## src/rtl/uart_pkg.sv

```systemverilog
// Shared types for the UART transmitter: parity selection and the TX state encoding.
package uart_pkg;

  typedef enum logic [1:0] {
    PARITY_NONE,
    PARITY_EVEN,
    PARITY_ODD
  } parity_e;

  typedef enum logic [2:0] {
    ST_IDLE,
    ST_START,
    ST_DATA,
    ST_PARITY,
    ST_STOP
  } tx_state_e;

  // A zero baud rate yields 0 so the elaboration guard reports it instead of dividing by zero.
  function automatic int calc_div(input int clk_freq, input int baud_rate);
    if (baud_rate <= 0) return 0;
    return clk_freq / baud_rate;
  endfunction

endpackage

```

## src/rtl/uart_baud_gen.sv

```systemverilog
// Bit-period divider: counts 0..DIV-1 while enabled and flags the last cycle of each bit.
module uart_baud_gen #(
  parameter int DIV = 10
) (
  input  logic clk,
  input  logic rst,
  input  logic i_en,
  input  logic i_restart,
  output logic o_bit_tick
);

  localparam int CNT_W = (DIV > 2) ? $clog2(DIV) : 1;

  logic [CNT_W-1:0] r_cnt;
  logic             w_wrap;

  assign w_wrap = (r_cnt == CNT_W'(DIV - 1));

  always_ff @(posedge clk) begin
    if (rst || i_restart || !i_en) begin
      r_cnt <= '0;
    end else if (w_wrap) begin
      r_cnt <= '0;
    end else begin
      r_cnt <= r_cnt + 1'b1;
    end
  end

  assign o_bit_tick = i_en && w_wrap;

endmodule

```

## src/rtl/uart_tx_ext.sv

```systemverilog
// UART transmitter with configurable payload width, parity and stop bits; one frame in flight.
module uart_tx_ext
  import uart_pkg::*;
#(
  parameter int      CLK_FREQ  = 1000000,
  parameter int      BAUD_RATE = 9600,
  parameter int      DATA_BITS = 8,
  parameter parity_e PARITY    = PARITY_NONE,
  parameter int      STOP_BITS = 1
) (
  input  logic                 clk,
  input  logic                 rst,
  input  logic                 tx_valid,
  output logic                 tx_ready,
  input  logic [DATA_BITS-1:0] tx_data,
  output logic                 tx,
  output logic                 tx_busy,
  output logic                 tx_done
);

  localparam int DIV    = calc_div(CLK_FREQ, BAUD_RATE);
  localparam int BCNT_W = 4;

  if (DIV < 2) begin : g_bad_div
    $error("uart_tx_ext: CLK_FREQ/BAUD_RATE must be at least 2");
  end
  if (DATA_BITS < 5 || DATA_BITS > 9) begin : g_bad_bits
    $error("uart_tx_ext: DATA_BITS must be 5..9");
  end
  if (STOP_BITS != 1 && STOP_BITS != 2) begin : g_bad_stop
    $error("uart_tx_ext: STOP_BITS must be 1 or 2");
  end
  if (!(PARITY inside {PARITY_NONE, PARITY_EVEN, PARITY_ODD})) begin : g_bad_par
    $error("uart_tx_ext: illegal PARITY value");
  end

  tx_state_e           r_state;
  tx_state_e           w_state_nxt;
  logic [DATA_BITS-1:0] r_data;
  logic                r_par;
  logic [BCNT_W-1:0]   r_bit_cnt;
  logic [BCNT_W-1:0]   w_bit_cnt_nxt;
  logic                r_tx;
  logic                w_tx_nxt;
  logic                r_done;
  logic                w_done_nxt;
  logic                w_load;
  logic                w_shift;
  logic                w_tick;
  logic                w_active;

  assign w_active = (r_state != ST_IDLE);

  uart_baud_gen #(
    .DIV (DIV)
  ) u_baud (
    .clk        (clk),
    .rst        (rst),
    .i_en       (w_active),
    .i_restart  (w_load),
    .o_bit_tick (w_tick)
  );

  always_ff @(posedge clk) begin
    if (rst) begin
      r_state   <= ST_IDLE;
      r_bit_cnt <= '0;
      r_tx      <= 1'b1;
      r_done    <= 1'b0;
    end else begin
      r_state   <= w_state_nxt;
      r_bit_cnt <= w_bit_cnt_nxt;
      r_tx      <= w_tx_nxt;
      r_done    <= w_done_nxt;
    end
  end

  // Payload and parity are captured once at acceptance, so later tx_data changes cannot leak in.
  always_ff @(posedge clk) begin
    if (w_load) begin
      r_data <= tx_data;
      r_par  <= (^tx_data) ^ (PARITY == PARITY_ODD);
    end else if (w_shift) begin
      r_data <= r_data >> 1;
    end
  end

  always_comb begin
    w_state_nxt   = r_state;
    w_bit_cnt_nxt = r_bit_cnt;
    w_tx_nxt      = r_tx;
    w_done_nxt    = 1'b0;
    w_load        = 1'b0;
    w_shift       = 1'b0;
    unique case (r_state)
      ST_IDLE: begin
        w_tx_nxt = 1'b1;
        if (tx_valid) begin
          w_load        = 1'b1;
          w_state_nxt   = ST_START;
          w_tx_nxt      = 1'b0;
          w_bit_cnt_nxt = '0;
        end
      end
      ST_START: begin
        if (w_tick) begin
          w_state_nxt   = ST_DATA;
          w_tx_nxt      = r_data[0];
          w_shift       = 1'b1;
          w_bit_cnt_nxt = '0;
        end
      end
      ST_DATA: begin
        if (w_tick) begin
          if (r_bit_cnt == BCNT_W'(DATA_BITS - 1)) begin
            w_bit_cnt_nxt = '0;
            if (PARITY != PARITY_NONE) begin
              w_state_nxt = ST_PARITY;
              w_tx_nxt    = r_par;
            end else begin
              w_state_nxt = ST_STOP;
              w_tx_nxt    = 1'b1;
            end
          end else begin
            w_tx_nxt      = r_data[0];
            w_shift       = 1'b1;
            w_bit_cnt_nxt = r_bit_cnt + 1'b1;
          end
        end
      end
      ST_PARITY: begin
        if (w_tick) begin
          w_state_nxt   = ST_STOP;
          w_tx_nxt      = 1'b1;
          w_bit_cnt_nxt = '0;
        end
      end
      ST_STOP: begin
        w_tx_nxt = 1'b1;
        if (w_tick) begin
          if (r_bit_cnt == BCNT_W'(STOP_BITS - 1)) begin
            w_state_nxt   = ST_IDLE;
            w_done_nxt    = 1'b1;
            w_bit_cnt_nxt = '0;
          end else begin
            w_bit_cnt_nxt = r_bit_cnt + 1'b1;
          end
        end
      end
      default: begin
        w_state_nxt   = ST_IDLE;
        w_tx_nxt      = 1'b1;
        w_bit_cnt_nxt = '0;
      end
    endcase
  end

  assign tx_ready = (r_state == ST_IDLE);
  assign tx_busy  = ~tx_ready;
  assign tx       = r_tx;
  assign tx_done  = r_done;

endmodule
```

## config.mk

```make
export PLATFORM = sky130hd
export DESIGN_NAME = uart_tx_ext
export DESIGN_NICKNAME = d
export VERILOG_FILES = /design/src/rtl/uart_pkg.sv /design/src/rtl/uart_baud_gen.sv /design/src/rtl/uart_tx_ext.sv
export SDC_FILE = /design/constraint.sdc
export NUM_CORES = 1
export LEC_CHECK = 0
export CORE_UTILIZATION = 55
export CTS_BUF_LIST = sky130_fd_sc_hd__clkbuf_8
export DETAILED_ROUTE_END_ITERATION = 12
export PLACE_DENSITY_LB_ADDON = 0.1
export SYNTH_ARGS = -nofsm -noshare
export SYNTH_HDL_FRONTEND = slang
export SYNTH_SLANG_ARGS = --single-unit
```

## constraint.sdc

```tcl
create_clock -name clk -period 3.59 [get_ports clk]
set_input_delay 0.718 -clock clk [delete_from_list [all_inputs] [get_ports clk]]
set_output_delay 0.718 -clock clk [all_outputs]
set_load 0.01 [all_outputs]
```

Word-level counts from Yosys, hierarchy flattened
Index checks and enable logic that the tools add are counted.

storage, ports and cells
  word-level logic and storage cells = 69
  output and inout bits = 4
  input bits = 11
  register bits after elaboration = 24

cells by class
  equal/unequal tests = 14
  bitwise gates (word level) = 3
  muxes and demuxes = 30
  reduce and logical (&&, ||, !) cells = 14
  $add $sub $neg = 2

operators with widths
  cell                                                                      number
  4-bit two-way mux                                                         6
  3-bit two-way mux                                                         7
  8-bit two-way mux                                                         2
  4-bit case mux with 4 select lines                                        1
  3-bit case mux with 5 select lines                                        1
  1-bit two-way mux                                                         11
  2-bit by 1-bit inequality test with 1-bit output (second input constant)  5
  7-bit by 1-bit adder with 7-bit output (second input constant)            1
  7-bit equality test (second input constant)                               1
  7-bit AND reduction                                                       1
  3-bit by 2-bit equality test with 1-bit output (second input constant)    2
  2-bit inequality test (second input constant)                             3
  4-bit by 1-bit adder with 4-bit output (second input constant)            1
  4-bit by 3-bit equality test with 1-bit output (second input constant)    1
  4-bit logical NOT                                                         1
  1-bit case mux with 4 select lines                                        1
  4-bit AND reduction                                                       1
  2-bit OR reduction                                                        2
  3-bit by 1-bit equality test with 1-bit output (second input constant)    1
  3-bit equality test (second input constant)                               1
  3-bit logical NOT                                                         1
  1-bit NOT                                                                 3
  3-bit AND reduction                                                       1
  3-bit nonzero test                                                        1
  other kinds (6)                                                           7

Logic depth before layout (Yosys ltp)
  depth in word-level cells = 6
  depth in mapped cells = 7

Hierarchy
Synthesis repeated with hierarchy kept, for this count alone.

unflattened totals
  cells, all modules = 127
  area total of the unflattened synthesis = 1241.2 um^2

by module, submodules not included
  module         area an instance (um^2)  seq. area each (um^2)  cells each  instances
  uart_tx_ext    925.9                    420.4                  92          1
  uart_baud_gen  315.3                    140.1                  35          1

Worst setup path before layout
No wires, ideal clock.

  path kind = register to register
  from = reg u_baud.r_cnt[0]
  to = reg r_data[0], enable pin
  setup slack = 1.588 ns
  clock period less this slack = 2.002 ns
  required time = 3.220 ns
  library setup time = 0.370 ns
  data arrival time = 1.632 ns
  path buffers = 2
  cell stages (with the launch flop) = 8
  path through = dfxtp_1 -> ha_1 -> and3_1 -> buf_2 -> and2_0 -> clkbuf_1 -> a2bb2oi_1 -> nor2_1

between the ends
  longest elaborated chain between the ends = 5
  elaborated cells between the ends (all ways) = 6
  those cells by class = eq/ne (1); mux (3); reduce/logical (2)

RTL lines
  what                                     line                                    RTL
  start, declared                          uart_baud_gen.sv:14                     logic [CNT_W-1:0] r_cnt;
  start signal, assigned                   uart_baud_gen.sv:25                     r_cnt <= r_cnt + 1'b1;
  7-bit equality test (*)                  uart_baud_gen.sv:17                     assign w_wrap = (r_cnt == CNT_W'(DIV - 1));
  1-bit logical AND (*)                    uart_baud_gen.sv:29                     assign o_bit_tick = i_en && w_wrap;
  1-bit two-way mux (on tied branches)     uart_tx_ext.sv:114, uart_tx_ext.sv:106
  1-bit case mux with 2 select lines (*)   uart_tx_ext.sv:95                       unique case (r_state)
  2-bit nonzero test (no source line) (*)  --
  end signal, assigned                     uart_tx_ext.sv:81                       r_data <= tx_data;
  end signal, assigned                     uart_tx_ext.sv:84                       r_data <= r_data >> 1;
  end, declared                            uart_tx_ext.sv:39                       logic [DATA_BITS-1:0] r_data;

Mark *: on every way between the ends. The rest lies on a longest branch, timed or not.
A chain may end at the register's enable or synchronous reset.

Worst setup path after layout
  from = reg r_state[0]
  to = out tx_ready

between the ends
  longest elaborated chain between the ends = 1

RTL lines
  what                    line                RTL
  start, declared         uart_tx_ext.sv:37   tx_state_e r_state;
  start signal, assigned  uart_tx_ext.sv:71   r_state <= w_state_nxt;
  3-bit logical NOT       uart_tx_ext.sv:158  assign tx_ready = (r_state == ST_IDLE);
  end, declared           uart_tx_ext.sv:14   output logic tx_ready,

No other way between the ends.

==> flow_summary.toml <==
[power_and_ir_drop]
totalPowerFinal_mw = 0.592
powerDensity_nw_per_um2 = 405
share_comb_of_total_power_pct = 19.0
p_sw_share_pct = 26.5
power_frac_seq_pct = 53.9
p_leak_nw = 0.513
internal_power_mw = 0.435
irDropWorstVdd_mv = 0.258
p_sw_mw = 0.157
clockPowerShare_pct = 27.0

[floorplanning]
die_h_um = 50.1
dieArea_um2 = 2510
placement_rows = 17
pin_count = 15
start_util_pct = 58.0
fp.dieW_um = 50.1
fp.coreArea_um2 = 2190

[sta]
fmax_mhz = 359
holdWs_ns = 0.461
finalSetupTns_ns = 0
fin_worst_skew_ns = 0.00219
final_max_slew_viol_count = 0
period_share_pct = 77.6
relSlewSlack_pct = 41.5
tightestPinTransition_ns = 0.870
rsz0062_at_grt = "no"
setup-violations-final = 0
fin_crit_ns = 2.79
finalHoldViolCount = 0

[clocking]
clock_path_buffers = 2
cts-resized-gates = 0
htreeDepth = 1
cts_setup_buffers = 0
ctsHoldBuffers = 0
cts_buffers = 3
clk_pin_slew_ns = 0.08
clk_latency_ns = 0.26
cts_tree = "done"
cts.sinks = 24
cts_root_buf = "clkbuf_8"

[placement]
hpwl_mm = 1.84
portBuffers = 14
gp_congestion = 0.837

[synthesis]
yosys_register_bits = 24
ys_top_cells_by_area = "dfxtp_1 25%, edfxtp_1 19%, mux2_2 6.2%, ha_1 3.0%, nor4_1 3.0%"
synth_flop_cell = "dfxtp_1"
netlist.area_leader.share_pct = 25.2
synth-edff-count = 8
synthArstFlopShare_pct = 0
netlist_area_um2 = 1270
syn-num-nets = 139
synth_cell_types = 48
ys_seq_area_share_pct = 44.1
synth_top_cell_by_area = "dfxtp_1"
yosys_warnings = 0
syn_avg_cell_area_um2 = 10.2
syn_inst = 125

[routing]
antenna_left = 0
first_iter_violations = 12
wl_mm = 2.53
vias_per_cell = 6.08
dr.pass1.iters = 5
drc = 0
dr_total_vias = 1004
wire_per_inst_um = 15.4

[grt]
grt_first_pass_wirelength_mm = 4.23
grt_pass1_vias = 944
grt-ovfl-total = 0
antenna_found_initial = 0
grt_max_degree = 16
grt.total_usage_pct = 22.0

[finish]
n_antenna_cell = 0
fin_nets = 152
drive_gt1_share_pct = 12.4
layout_commonest_cell = "dfxtp_1"
multi_input_area_um2 = 649
n_fill_cell = 175
mostFrequentLayoutCells = "16 x dfxtp_1, 14 x clkdlybuf4s50_1, 9 x inv_1, 8 x nor2_1, 8 x edfxtp_1"
seq_area_um2 = 561
syn_to_final_growth_pct = 15.0

[setup_path]
cpPeakStageDelay_ns = 0.61
cp.required_ns = 2.87
crit_family = "simple AND/OR/NAND/NOR gates"
worstSetupStartpointType = "flop"
slowest_stage = "clkdlybuf4s50_1"
arrival_ns = 2.07
end_kind = "primary output"
crit_fanout = 15
path_buf_inv = 1
worstPathCellList = "or2_2, nor2_2, clkdlybuf4s50_1"
criticalPathCategory = "reg -> out"

[status]
outcome = "finished clean"

[hold_path]
min_path_type = "reg -> reg"

[flow_run]
cap_violations = 0
-- through the flow --
| step | util [%] | area [um2] | setup slack, ns | instances |
|---|---|---|---|---|
| floorplan | - | 1270 | 1.59 | 125 |
| global placement | 64.6 | 1420 | 1.06 | 161 |
| detailed placement | 64.6 | 1420 | 0.988 | 161 |
| CTS | 66.6 | 1460 | 0.799 | 165 |
| global route | 66.6 | 1460 | 0.708 | 165 |
| finish | 66.6 | 1460 | 0.804 | 165 |
-- logic make-up (layout without fill, tap and decap cells) --
group	count (synthesis)	in the layout	synth area share, %
adder cells (fa/ha/maj)	3	3	2.96
multiplexers	8	8	7.00
buffers and inverters	14	26	4.73
XOR/XNOR	5	5	3.45
AO/OA/AOI/OAI	25	25	14.8
AND/OR/NAND/NOR	46	46	23.0
flip-flops	24	24	44.1
-- per-layer routing --
layer / track usage (%) / up-vias / share of wire [%] / routed length, um
met3: 1.85 / 4 / 2.8 / 72
met2: 38.2 / 22 / 50 / 1260
met5: 0 / - / 0 / 0
met1: 28.4 / 483 / 46 / 1180
li1: - / 495 / - / -
met4: 7.14 / 0 / 0.87 / 22
-- cell usage after synthesis, types with 2 or more instances --
cell and instances:
dfxtp_1 16, edfxtp_1 8, inv_1 8, nor2_1 8, mux2_2 7, a21oi_1 6, nand3_1 6, nor4_1 6
nand2_1 5, nor3_1 4, a31oi_1 3, buf_2 3, ha_1 3, xor2_1 3, clkbuf_1 2, o2bb2ai_1 2
or4_1 2, or4b_1 2, xnor2_1 2
-- worst paths after layout --
kind | from | endpoint | slack (ns) | depth (start not counted)
setup / recovery | r_state[0] | tx_ready | 0.80 | 3
hold / removal | u_baud.r_cnt[0] | u_baud.r_cnt[0] | 0.46 | 1
setup reg to reg | u_baud.r_cnt[0] | r_data[0] | 1.20 | 5
hold reg to reg | u_baud.r_cnt[0] | u_baud.r_cnt[0] | 0.46 | 1
-- power by group through the flow --
| stage | clock [mW] | combinational (mW) | sequential [mW] |
|---|---|---|---|
| after global routing | 0.166 | 0.125 | 0.322 |
| after floorplan | 0 | 0.0782 | 0.318 |
| final | 0.160 | 0.113 | 0.319 |
| after detailed placement | 0 | 0.112 | 0.325 |
| after global placement | 0 | 0.107 | 0.324 |
| after CTS | 0.160 | 0.113 | 0.319 |
-- area by class of cell --
type | count | share of cell area (%)
timing repair buffer | 14 | 9.60
clock inverter | 1 | 0.257
sequential | 24 | 38.4
clock buffer | 3 | 2.83
inverter | 8 | 2.06
tap | 28 | 2.40
multi-input combinational | 87 | 44.5
-- worst register-to-register path, cell delays in order, from the launching register on --
cell       delay, ns
dfxtp_1         0.36
ha_1            0.22
and3_1          0.39
and2_0          0.44
a2bb2oi_1       0.12
nor2_1          0.51
-- registers in the layout, summed over array words and instances, names as in the netlist --
register / flops
r_data: 8
u_baud.r_cnt: 7
r_bit_cnt: 4
r_state: 3
tx: 1
tx_done: 1
(Power assumes the default switching activity.)
